--- config.mk ---
export PLATFORM = sky130hd
export DESIGN_NAME = divider
export DESIGN_NICKNAME = d
export VERILOG_FILES = /design/src/rtl/divider.sv
export SDC_FILE = /design/constraint.sdc
export NUM_CORES = 1
export LEC_CHECK = 0
export ABC_AREA = 1
export BUFFER_PORTS_ARGS = -buffer_cell sky130_fd_sc_hd__buf_4
export CORE_MARGIN = 2
export CORE_UTILIZATION = 55
export CTS_BUF_LIST = sky130_fd_sc_hd__clkbuf_8
export CTS_CLUSTER_SIZE = 20
export DETAILED_ROUTE_END_ITERATION = 10
export GPL_ROUTABILITY_DRIVEN = 0
export PLACE_DENSITY = 0.75
export SYNTH_ARGS = -nofsm -noshare
export SYNTH_HDL_FRONTEND = slang
export SYNTH_SLANG_ARGS = --single-unit
--- constraint.sdc ---
create_clock -name clk -period 1.9 [get_ports clk]
set_input_delay 0.285 -clock clk [delete_from_list [all_inputs] [get_ports clk]]
set_output_delay 0.285 -clock clk [all_outputs]
set_load 0.1 [all_outputs]
--- src/rtl/divider.sv ---
// divider: restoring fixed-point divider q_out=a_in/b_in (clk,sclr,start,a_in,b_in -> busy,dvz,ovf,valid,q_out); DIVIDER_ROUND_EN adds round-half-up
module divider #(
  parameter int WIDTH = 10,
  parameter int FRAC = 6
) (
  input  logic             clk,
  input  logic             sclr,
  input  logic             start,
  input  logic [WIDTH-1:0] a_in,
  input  logic [WIDTH-1:0] b_in,
  output logic             busy,
  output logic             dvz,
  output logic             ovf,
  output logic             valid,
  output logic [WIDTH-1:0] q_out
);
  localparam int N = WIDTH + FRAC;
`ifdef DIVIDER_ROUND_EN
  localparam int ITER = N + 1;
`else
  localparam int ITER = N;
`endif
  localparam int CW = $clog2(ITER + 1);
  typedef enum logic [1:0] {IDLE, CALC, DONE} state_t;
  state_t state;
  logic [WIDTH-1:0] b_reg, rem, r_sh, r_nx;
  logic [ITER-1:0] dvd, quo;
  logic [CW-1:0] cnt;
  logic ge;
  logic [N:0] q_fin;
  always_comb begin
    r_sh = {rem[WIDTH-2:0], dvd[ITER-1]};
    ge = rem[WIDTH-1] | (r_sh >= b_reg);
    r_nx = ge ? r_sh - b_reg : r_sh;
  end
`ifdef DIVIDER_ROUND_EN
  assign q_fin = {1'b0, quo[ITER-1:1]} + {{N{1'b0}}, quo[0]};
`else
  assign q_fin = {1'b0, quo};
`endif
  always_ff @(posedge clk) begin
    if (sclr) begin
      state <= IDLE;
      busy <= 1'b0;
      dvz <= 1'b0;
      ovf <= 1'b0;
      valid <= 1'b0;
      q_out <= '0;
      b_reg <= '0;
      dvd <= '0;
      quo <= '0;
      rem <= '0;
      cnt <= '0;
    end else begin
      case (state)
        IDLE: begin
          valid <= 1'b0;
          if (start) begin
            b_reg <= b_in;
            dvd <= {a_in, {(ITER-WIDTH){1'b0}}};
            quo <= '0;
            rem <= '0;
            cnt <= CW'(ITER);
            dvz <= (b_in == '0);
            ovf <= 1'b0;
            q_out <= '0;
            busy <= (b_in != '0);
            state <= (b_in == '0) ? DONE : CALC;
          end
        end
        CALC: begin
          dvd <= dvd << 1;
          quo <= {quo[ITER-2:0], ge};
          rem <= r_nx;
          cnt <= cnt - CW'(1);
          if (cnt == CW'(1)) begin
            busy <= 1'b0;
            state <= DONE;
          end
        end
        DONE: begin
          valid <= 1'b1;
          ovf <= |q_fin[N:WIDTH];
          q_out <= |q_fin[N:WIDTH] ? '1 : q_fin[WIDTH-1:0];
          state <= IDLE;
        end
        default: state <= IDLE;
      endcase
    end
  end
endmodule

Word-level counts from Yosys, hierarchy flattened
Index checks and enable logic that the tools add are counted.
{ "op_classes": {"n_addsub": 2, "order_cmp": 1, "eq_ne": 5, "mux": 21, "bitwise_logic": 1, "n_reduce_logical": 11} }
{ "op_table": {"columns": ["op", "count"], "rows": [
  ["one-hot mux 16 bit (2 select lines)", 2],
  ["one-hot mux 10 bit (2 select lines)", 2],
  ["two-way mux 16 bit", 2],
  ["two-way mux 10 bit", 3],
  [">= comparator 10 bit", 1],
  ["logical NOT 10 bit", 1],
  ["one-hot mux 5 bit (2 select lines)", 1],
  ["nonzero test 10 bit", 1],
  ["subtractor 10 bit", 1],
  ["AND reduction 2 bit", 4],
  ["two-way mux 2 bit", 3],
  ["one-hot mux 1 bit (2 select lines)", 3],
  ["OR reduction 6 bit", 1],
  ["equality test 5 x 1 -> 1 bit, second input constant", 1],
  ["two-way mux 5 bit", 1],
  ["subtractor 5 x 1 -> 5 bit, second input constant", 1],
  ["inequality test 2 bit, second input constant", 2],
  ["one-hot mux 2 bit (2 select lines)", 1],
  ["nonzero test 2 bit", 2],
  ["two-way mux 1 bit", 3],
  ["AND reduction 3 bit", 1],
  ["equality test 2 x 1 -> 1 bit, second input constant", 1],
  ["equality test 2 bit, second input constant", 1],
  ["logical NOT 2 bit", 1],
  ["bitwise OR 1 bit", 1]
]} }
{ "totals": {"register_bits": 73} }

Longest topological paths before layout
Gate-level depths: netlist (run 1).
{ "depth": {"word_depth": 4, "depth_mapped": 13, "depth_no_buf": 13} }

Worst setup path after synthesis (run 1)
No wires, ideal clock.
{ "synth_timing": {"kind": "register to register", "start": "reg dvd[15]", "end": "reg rem[9]", "setup_time_ns": 0.132, "arrival_ns": 1.622, "t_required_ns": 1.768, "slack_ns": 0.146, "path_stages_with_launch": 13, "path_buffers": 1, "cell_sequence": "dfxtp_1 inv_1 ha_1 fa_1 inv_1 nand2_1 nand3_2 nand2_4 nand3_4 buf_12 nand3_2 nand2_1 a21oi_2"} }
{ "synth_between": {"elab_chain_len": 4, "word_cells_on_any_way": 5, "classes_between": "1 x add/sub; 1 x order compare; 2 x mux; 1 x bitwise"} }
{ "synth_rtl": {"columns": ["item", "line_no", "source"], "rows": [
  ["from (decl)", "27", "logic [ITER-1:0] dvd, quo;"],
  ["from (signal assigned)", "60", "dvd <= {a_in, {(ITER-WIDTH){1'b0}}};"],
  ["from (signal assigned)", "72", "dvd <= dvd << 1;"],
  [">= comparator 10 bit", "33", "ge = rem[WIDTH-1] | (r_sh >= b_reg);"],
  ["bitwise OR 1 bit", "33", null],
  ["two-way mux 10 bit *", "34", "r_nx = ge ? r_sh - b_reg : r_sh;"],
  ["one-hot mux 10 bit (2 select lines) *", "55", "case (state)"],
  ["to (signal assigned)", "74", "rem <= r_nx;"],
  ["to (decl)", "26", "logic [WIDTH-1:0] b_reg, rem, r_sh, r_nx;"]
]} }
Every way passes the cells marked *; elsewhere a longest branch is shown, timed or not.
A chain may end at the register's enable or synchronous reset.

Final worst setup path (run 1)
{ "layout_timing": {"start": "reg dvd[15]", "end": "reg rem[3]"} }
The elaborated chain is that of the path after synthesis.

==> results of run 1 <==
-- stage by stage --
step	instances	worst slack, ns	hold WS (ns)	utilization, %
6_report	594	0.127	0.193	66.9
5_1_grt	594	0.00317	0.203	66.9
4_1_cts	593	0.0270	0.185	66.7
3_5_place_dp	577	0.0563	0.458	62.9
3_3_place_gp	577	0.116	0.452	62.9
2_1_floorplan	476	0.146	0.432	-
-- critical path, cell delays in order, from the launching register on --
cell                      delay [ns]
sky130_fd_sc_hd__dfxtp_2        0.33
sky130_fd_sc_hd__inv_1          0.05
sky130_fd_sc_hd__ha_2           0.18
sky130_fd_sc_hd__fa_2           0.34
sky130_fd_sc_hd__inv_1          0.08
sky130_fd_sc_hd__nand2_1        0.09
sky130_fd_sc_hd__nand3_2        0.10
sky130_fd_sc_hd__nand2_4        0.07
sky130_fd_sc_hd__buf_4          0.17
sky130_fd_sc_hd__nand4_1        0.09
sky130_fd_sc_hd__nand3_2        0.08
sky130_fd_sc_hd__a21oi_2        0.12
-- worst min-delay path by stage --
| stage | endpoint | cells after the start |
|---|---|---|
| floorplan | dvd[6]$_SDFFE_PP0P_ | 2 |
| global placement | dvd[6]$_SDFFE_PP0P_ | 2 |
| detailed placement | quo[15]$_SDFFE_PP0P_ | 2 |
| CTS | b_reg[6]$_SDFFE_PP0P_ | 3 |
| global route | b_reg[6]$_SDFFE_PP0P_ | 3 |
| finish | b_reg[3]$_SDFFE_PP0P_ | 3 |
-- power breakdown --
part	total (W)	internal (W)	switching, W	leakage, nW
logic	0.00220	0.000804	0.00140	1.14
registers	0.00162	0.00152	0.0000936	0.546
clock network	0.00135	0.000748	0.000602	0.110
-- cell families after synthesis --
logic type | synth area share [%]
AOI/OAI and AO/OA | 14.0
xor gates and xnor gates | 0.763
adders and majority gates | 4.94
buffers and inverters | 10.8
DFF | 39.0
and+or+nand+nor | 30.6
-- cell type report --
cell class / instances / share of cell area (%)
Clock inverter: 7 / 2.46
Tap cell: 75 / 2.34
Multi-Input combinational cell: 324 / 43.7
Clock buffer: 9 / 3.09
Sequential cell: 67 / 33.5
Inverter: 64 / 5.99
Timing Repair Buffer: 48 / 8.99
-- cells in the final DEF (no fill, tap or decap), types with 2 or more instances in the layout --
master	synthesis	final
sky130_fd_sc_hd__nand2_1	142	142
sky130_fd_sc_hd__dfxtp_1	67	66
sky130_fd_sc_hd__inv_1	61	61
sky130_fd_sc_hd__buf_4	7	48
sky130_fd_sc_hd__a21oi_1	43	43
sky130_fd_sc_hd__nor2_1	20	18
sky130_fd_sc_hd__o21ai_0	13	13
sky130_fd_sc_hd__nand2_2	13	13
sky130_fd_sc_hd__nand4_1	13	13
sky130_fd_sc_hd__nand3_1	12	12
sky130_fd_sc_hd__nand3_2	11	12
sky130_fd_sc_hd__ha_1	12	11
sky130_fd_sc_hd__a21oi_2	10	10
sky130_fd_sc_hd__a31oi_1	9	9
sky130_fd_sc_hd__clkbuf_8	0	9
sky130_fd_sc_hd__a22oi_1	5	5
sky130_fd_sc_hd__nand3b_1	4	4
sky130_fd_sc_hd__inv_2	3	3
sky130_fd_sc_hd__nor2_2	0	2
sky130_fd_sc_hd__nand2_4	2	2
sky130_fd_sc_hd__xnor2_1	2	2
sky130_fd_sc_hd__a211oi_1	2	2
sky130_fd_sc_hd__inv_6	0	2
sky130_fd_sc_hd__bufinv_16	0	2
-- metal layers --
metal  part of all wire (%)  vias to the layer above
met1                     47                     1420
met3                    3.2                       16
li1                       -                     1603
met4                    2.5                        0
met5                      0                        -
met2                     47                       54
==> qor.txt, run 1 <==
Run status: completed
Routed vias/inst: 5.21
Io pins: 37
Inserted Diodes: 0
Count of vias placed by the detailed router: 3093
Share of final-layout standard cells stronger than drive strength 1: 21.6%
Setup CP Type: flop to flop
Die Footprint: 6910 um2
Worst vdd rail ir drop: 0.803 mV
Most flop-heavy register: quo
Critical Path Sink Type: flop
Post-layout nets: 550
Worst max-slew margin expressed relative to the limit: 53.8%
Synthesized area per cell: 7.23 um2
Total area of multi-input combinational cells: 1750 um2
Flip-flop and latch area: 1340 um2
Main flop type after synthesis: sky130_fd_sc_hd__dfxtp_1
Data required time of the worst path: 2.18 ns
Largest register FFs: 16
Clock slew at the register clock pins of the worst setup and hold paths: 0.09 ns
Number of hold-repair buffers added at the cts stage: 0
Total number of clock tree sinks: 67
Yosys warning count: 0
Commonest cells in the netlist: sky130_fd_sc_hd__nand2_1 (142), sky130_fd_sc_hd__dfxtp_1 (67), sky130_fd_sc_hd__inv_1 (61), sky130_fd_sc_hd__a21oi_1 (43), sky130_fd_sc_hd__nor2_1 (20)
Global-route layer with the greatest usage: met2
Drc violations: 0
Tot Pwr: 0.00517 W
Global-route wire length before repair: 13.1 mm
Post-synthesis instance area: 3440 um2
Library cell with the largest summed area after synthesis: sky130_fd_sc_hd__dfxtp_1
Hold Crit Start: b_in[3]
Sum of routed wire length over all layers: 7.63 mm
Die Y: 83.1 um
Transition time at the pin with the least slew margin: 0.690 ns
Distinct cells, synth: 33
Post-detailed-placement half-perimeter wirelength: 5.31 mm
Number of register bits inferred by synthesis: 67
Worst EP arrival: 2.05 ns
Placement-stage cell area: 3770 um2
M2 GR Usage: 37.2%
Largest fanout on the critical path: 9
Cell area power density: 1290 nW/um2
CTS Root Cell: sky130_fd_sc_hd__clkbuf_8
Fin crit period: 1.77 ns
Leakage power: 1.80 nW
IO Port Bufs: 36
Fraction of met1 tracks used by global routing: 29.6%
Gr ovfl total: 0
Design area: 4010 um2
Drt wl/cell: 12.9 um
Area growth from synthesis to layout: 16.5%
Crit path to: rem[3]$_SDFFE_PP0P_
Clock network latency to the later pin of the worst-skew pair: 0.35 ns
Post-CTS Setup Bufs: 0
Number of clock buffers inserted by TritonCTS: 9
H-tree level count: 3
Via count of the first global-routing pass: 2865
Count of TritonRoute iterations in the first routing pass: 5
Number of fill cells: 517
Skew final: 0.0135 ns
R2R Path Start: dvd[15]$_SDFFE_PP0P_
CP startpoint: dvd[15]$_SDFFE_PP0P_
Placeable core region: 5990 um2
GRT Total Usage: 22.9%
Synthesized instance count: 476
Clock buffer depth: 2
EDFF count, synth: 0
TritonCTS clock tree: yes
Post-route fraction of the period consumed by the critical path: 93.3%
Reg2reg setup slack: 0.13 ns
Max Slew Vio Count: 0
RSZ-0062 raised after global routing: no
Number of gates resized after CTS: 0
Met3 track demand over resource: 4.17%
Initial Utilization: 57.5%
Total of max-cap violations: 0
Critical register-to-register path endpoint: rem[3]$_SDFFE_PP0P_
Share of Yosys cell area claimed by the top area cell type: 39.0%
Num rows: 28
Synthesized Nets: 512
Post-synthesis async set-or-reset flop share: 0%
Final antenna-violating net count: 0
Sequential fraction of the synthesis area: 39.0%
Total of endpoints with negative setup slack in the final report: 0
Top post-synthesis cells by area: sky130_fd_sc_hd__dfxtp_1 (39%), sky130_fd_sc_hd__nand2_1 (15%), sky130_fd_sc_hd__inv_1 (6.6%)
Achievable Freq: 564 MHz
Pin count of the biggest net entering global routing: 51
Count of routing violations after the opening detailed-route iteration: 164
Critical Path Start Type: flop
Initial antenna violation count: 0
Die width: 83.1 um
Worst Reg-to-Reg Cells: 11
Number of hold-slack violations in the final timing report: 0
Tightest Hold Check Type: input port to flop
Most frequent cell after synthesis: sky130_fd_sc_hd__nand2_1
Setup TNS after final layout: 0 ns
No activity file was read; power rests on OpenSTA's default activity.
==> inputs of run 2 (changes only) <==
PLACE_DENSITY = 0.78   (was 0.75)
clock period = 1.45 ns   (was 1.9 ns; I/O delays follow)
==> run 2 against run 1 <==
  * The run now ends with negative setup slack left
  * Worst setup slack got worse by 0.44 ns
  * Critical path depth fell by 1
  * Clock skew fell by 0.0029 ns
  * Fmax increased by 0.70%
  * Critical path type unchanged
==> qor.txt, run 2 (same netlist as run 1, synthesis figures left out) <==
Cell area power density: 1720 nW/um2 (was 1290 nW/um2)
Clock group share of total power: 20.4% (was 26.1%)
Leakage power: 1.99 nW (was 1.80 nW)
Setup CP Type: flop to flop (unchanged)
Die width: 83.1 um (unchanged)
Num rows: 28 (unchanged)
Largest register FFs: 16 (unchanged)
Clock buffer depth: 2 (unchanged)
Worst Setup Slack, final: -0.310 ns (was 0.127 ns)
Drt wl/cell: 13.9 um (was 12.9 um)
Post-layout nets: 585 (was 550)
Total of endpoints with negative setup slack in the final report: 11 (was 0)
GRT Total Usage: 25.5% (was 22.9%)
Tightest Hold Check Type: input port to flop (unchanged)
Placed insts: 608 (was 577)
Commonest cells after routing, fill and taps aside: sky130_fd_sc_hd__nand2_1 (137), sky130_fd_sc_hd__buf_4 (79), sky130_fd_sc_hd__dfxtp_1 (65) (was sky130_fd_sc_hd__nand2_1 (142), sky130_fd_sc_hd__dfxtp_1 (66), sky130_fd_sc_hd__inv_1 (61))
Design area: 4410 um2 (was 4010 um2)
Number of fill cells: 465 (was 517)
Largest fanout on the critical path: 4 (was 9)
CTS Root Cell: sky130_fd_sc_hd__clkbuf_8 (unchanged)
Relative contribution of combinational cells to total power: 51.4% (was 42.6%)
Fraction of met1 tracks used by global routing: 31.3% (was 29.6%)
Critical Path Start Type: flop (unchanged)
Transition time at the pin with the least slew margin: 0.496 ns (was 0.690 ns)
Drc violations: 0 (unchanged)
Final antenna-violating net count: 0 (unchanged)
Fin crit period: 1.76 ns (was 1.77 ns)
Sequential power share: 28.2% (was 31.3%)
Inserted Diodes: 0 (unchanged)
Die Y: 83.1 um (unchanged)
Count of TritonRoute iterations in the first routing pass: 5 (unchanged)
Skew final: 0.0106 ns (was 0.0135 ns)
Run status: finished, violations left (was completed)
Critical Path Sink Type: flop (unchanged)
Number of hold-slack violations in the final timing report: 0 (unchanged)
Via count of the first global-routing pass: 3222 (was 2865)
Leading cell type in the layout, fill and taps excluded: sky130_fd_sc_hd__nand2_1 (unchanged)
TritonCTS clock tree: yes (unchanged)
RSZ-0062 raised after global routing: yes (was no)
Achievable Freq: 568 MHz (was 564 MHz)
Initial Utilization: 57.5% (unchanged)
Total of max-cap violations: 0 (unchanged)
Worst vdd rail ir drop: 1.01 mV (was 0.803 mV)
Gr ovfl total: 0 (unchanged)
Post-detailed-placement half-perimeter wirelength: 5.77 mm (was 5.31 mm)
Post-route fraction of the period consumed by the critical path: 121% (was 93.3%)
Pin count of the biggest net entering global routing: 51 (unchanged)
Global-route layer with the greatest usage: met2 (unchanged)
Fraction of power spent switching nets: 40.2% (was 40.5%)
Initial antenna violation count: 0 (unchanged)
Most flop-heavy register: quo (unchanged)
Number of clock buffers inserted by TritonCTS: 9 (unchanged)
Io pins: 37 (unchanged)
Total number of clock tree sinks: 67 (unchanged)
Share of final-layout standard cells stronger than drive strength 1: 30.1% (was 21.6%)
Placement-stage cell area: 4060 um2 (was 3770 um2)
Count of routing violations after the opening detailed-route iteration: 245 (was 164)
Worst max-slew margin expressed relative to the limit: 66.9% (was 53.8%)
Met3 track demand over resource: 5.17% (was 4.17%)
Sum of routed wire length over all layers: 8.73 mm (was 7.63 mm)
IO Port Bufs: 36 (unchanged)
Data required time of the worst path: 1.73 ns (was 2.18 ns)
Number of standard cells in the final layout excluding fillers: 629 (was 594)
Clock network latency to the later pin of the worst-skew pair: 0.35 ns (about the same)
M2 GR Usage: 43.4% (was 37.2%)
Violated checks: negative setup slack
Routed vias/inst: 5.35 (was 5.21)
Placeable core region: 5990 um2 (unchanged)
Number of hold-repair buffers added at the cts stage: 0 (unchanged)
Max Slew Vio Count: 0 (unchanged)
H-tree level count: 3 (unchanged)
Area growth from synthesis to layout: 27.9% (was 16.5%)
Worst EP arrival: 2.04 ns (was 2.05 ns)
Count of vias placed by the detailed router: 3364 (was 3093)
Clock slew at the register clock pins of the worst setup and hold paths: 0.08 ns (was 0.09 ns)
Global-route wire length before repair: 14.3 mm (was 13.1 mm)
Int Pwr: 0.00454 W (was 0.00308 W)
Die Footprint: 6910 um2 (unchanged)
Sw Pwr: 0.00305 W (was 0.00209 W)
[run 2: cell types whose count changed in the layout (fill, tap and decap cells not counted), sizes merged]
cell,delta
bufinv,-1
nand3,-1
buf,+36
clkinv,+1
[run 2: path summary, 6_finish.rpt]
kind,from,to,slack [ns],cells after the start
max,b_reg[0]$_SDFFE_PP0P_,rem[3]$_SDFFE_PP0P_,-0.31,10
min,a_in[0],dvd[6]$_SDFFE_PP0P_,0.13,3
max reg2reg,b_reg[0]$_SDFFE_PP0P_,rem[3]$_SDFFE_PP0P_,-0.31,10
min reg2reg,ovf$_SDFFE_PP0P_,ovf$_SDFFE_PP0P_,0.46,2
[run 2: through the flow]
step	util [%]	setup TNS, ns	total power (W)	hold WS, ns	setup WS, ns
after floorplan	-	-2.07	0.00455	0.365	-0.211
after global placement	67.8	-2.41	0.00553	0.449	-0.246
after detailed placement	67.8	-2.79	0.00563	0.458	-0.286
after CTS	72.3	-3.03	0.00736	0.123	-0.298
after global routing	73.5	-3.97	0.00802	0.139	-0.394
final	73.5	-3.02	0.00758	0.133	-0.310
[run 2: final cells by class]
class,instances,area [um2],area share [%]
well taps,75,93.8,2.13
clock inverters,7,68.8,1.56
multi-input cells,323,1870,42.3
repair buffers,84,669,15.2
inverters,64,240,5.45
flip-flops and latches,67,1340,30.5
clock buffers,9,124,2.81
[run 2: power by group through the flow]
| stage | registers [W] | logic, W | clock network, W |
|---|---|---|---|
| after floorplan | 0.00216 | 0.00239 | 0 |
| after global placement | 0.00215 | 0.00338 | 0 |
| after detailed placement | 0.00215 | 0.00348 | 0 |
| after CTS | 0.00212 | 0.00368 | 0.00156 |
| after global routing | 0.00215 | 0.00422 | 0.00165 |
| final | 0.00214 | 0.00390 | 0.00155 |
[run 2: critical path, cell delays in order (launching register included)]
cell	delay, ns
sky130_fd_sc_hd__dfxtp_1	0.37
sky130_fd_sc_hd__ha_4	0.19
sky130_fd_sc_hd__fa_2	0.36
sky130_fd_sc_hd__inv_2	0.08
sky130_fd_sc_hd__nand2_2	0.06
sky130_fd_sc_hd__nand3_2	0.09
sky130_fd_sc_hd__nand2_4	0.07
sky130_fd_sc_hd__buf_2	0.16
sky130_fd_sc_hd__nand4_1	0.08
sky130_fd_sc_hd__nand3_2	0.08
sky130_fd_sc_hd__a21oi_2	0.14
[run 2: per-layer routing]
layer  wire length (um)  share of wire (%)  vias up
met5                  0                  0        -
met1               3770                 43     1583
met4                156                1.8        0
met2               4400                 50       92
met3                400                4.6       14
li1                   -                  -     1675
[run 2: repair_timing]
item,CTS,global route
endpoints found under the setup margin,16,15
resized for setup,8,17
hold endpoints to repair,0,0
pin swaps,1,1
gates cloned,1,0
setup buffers,2,2
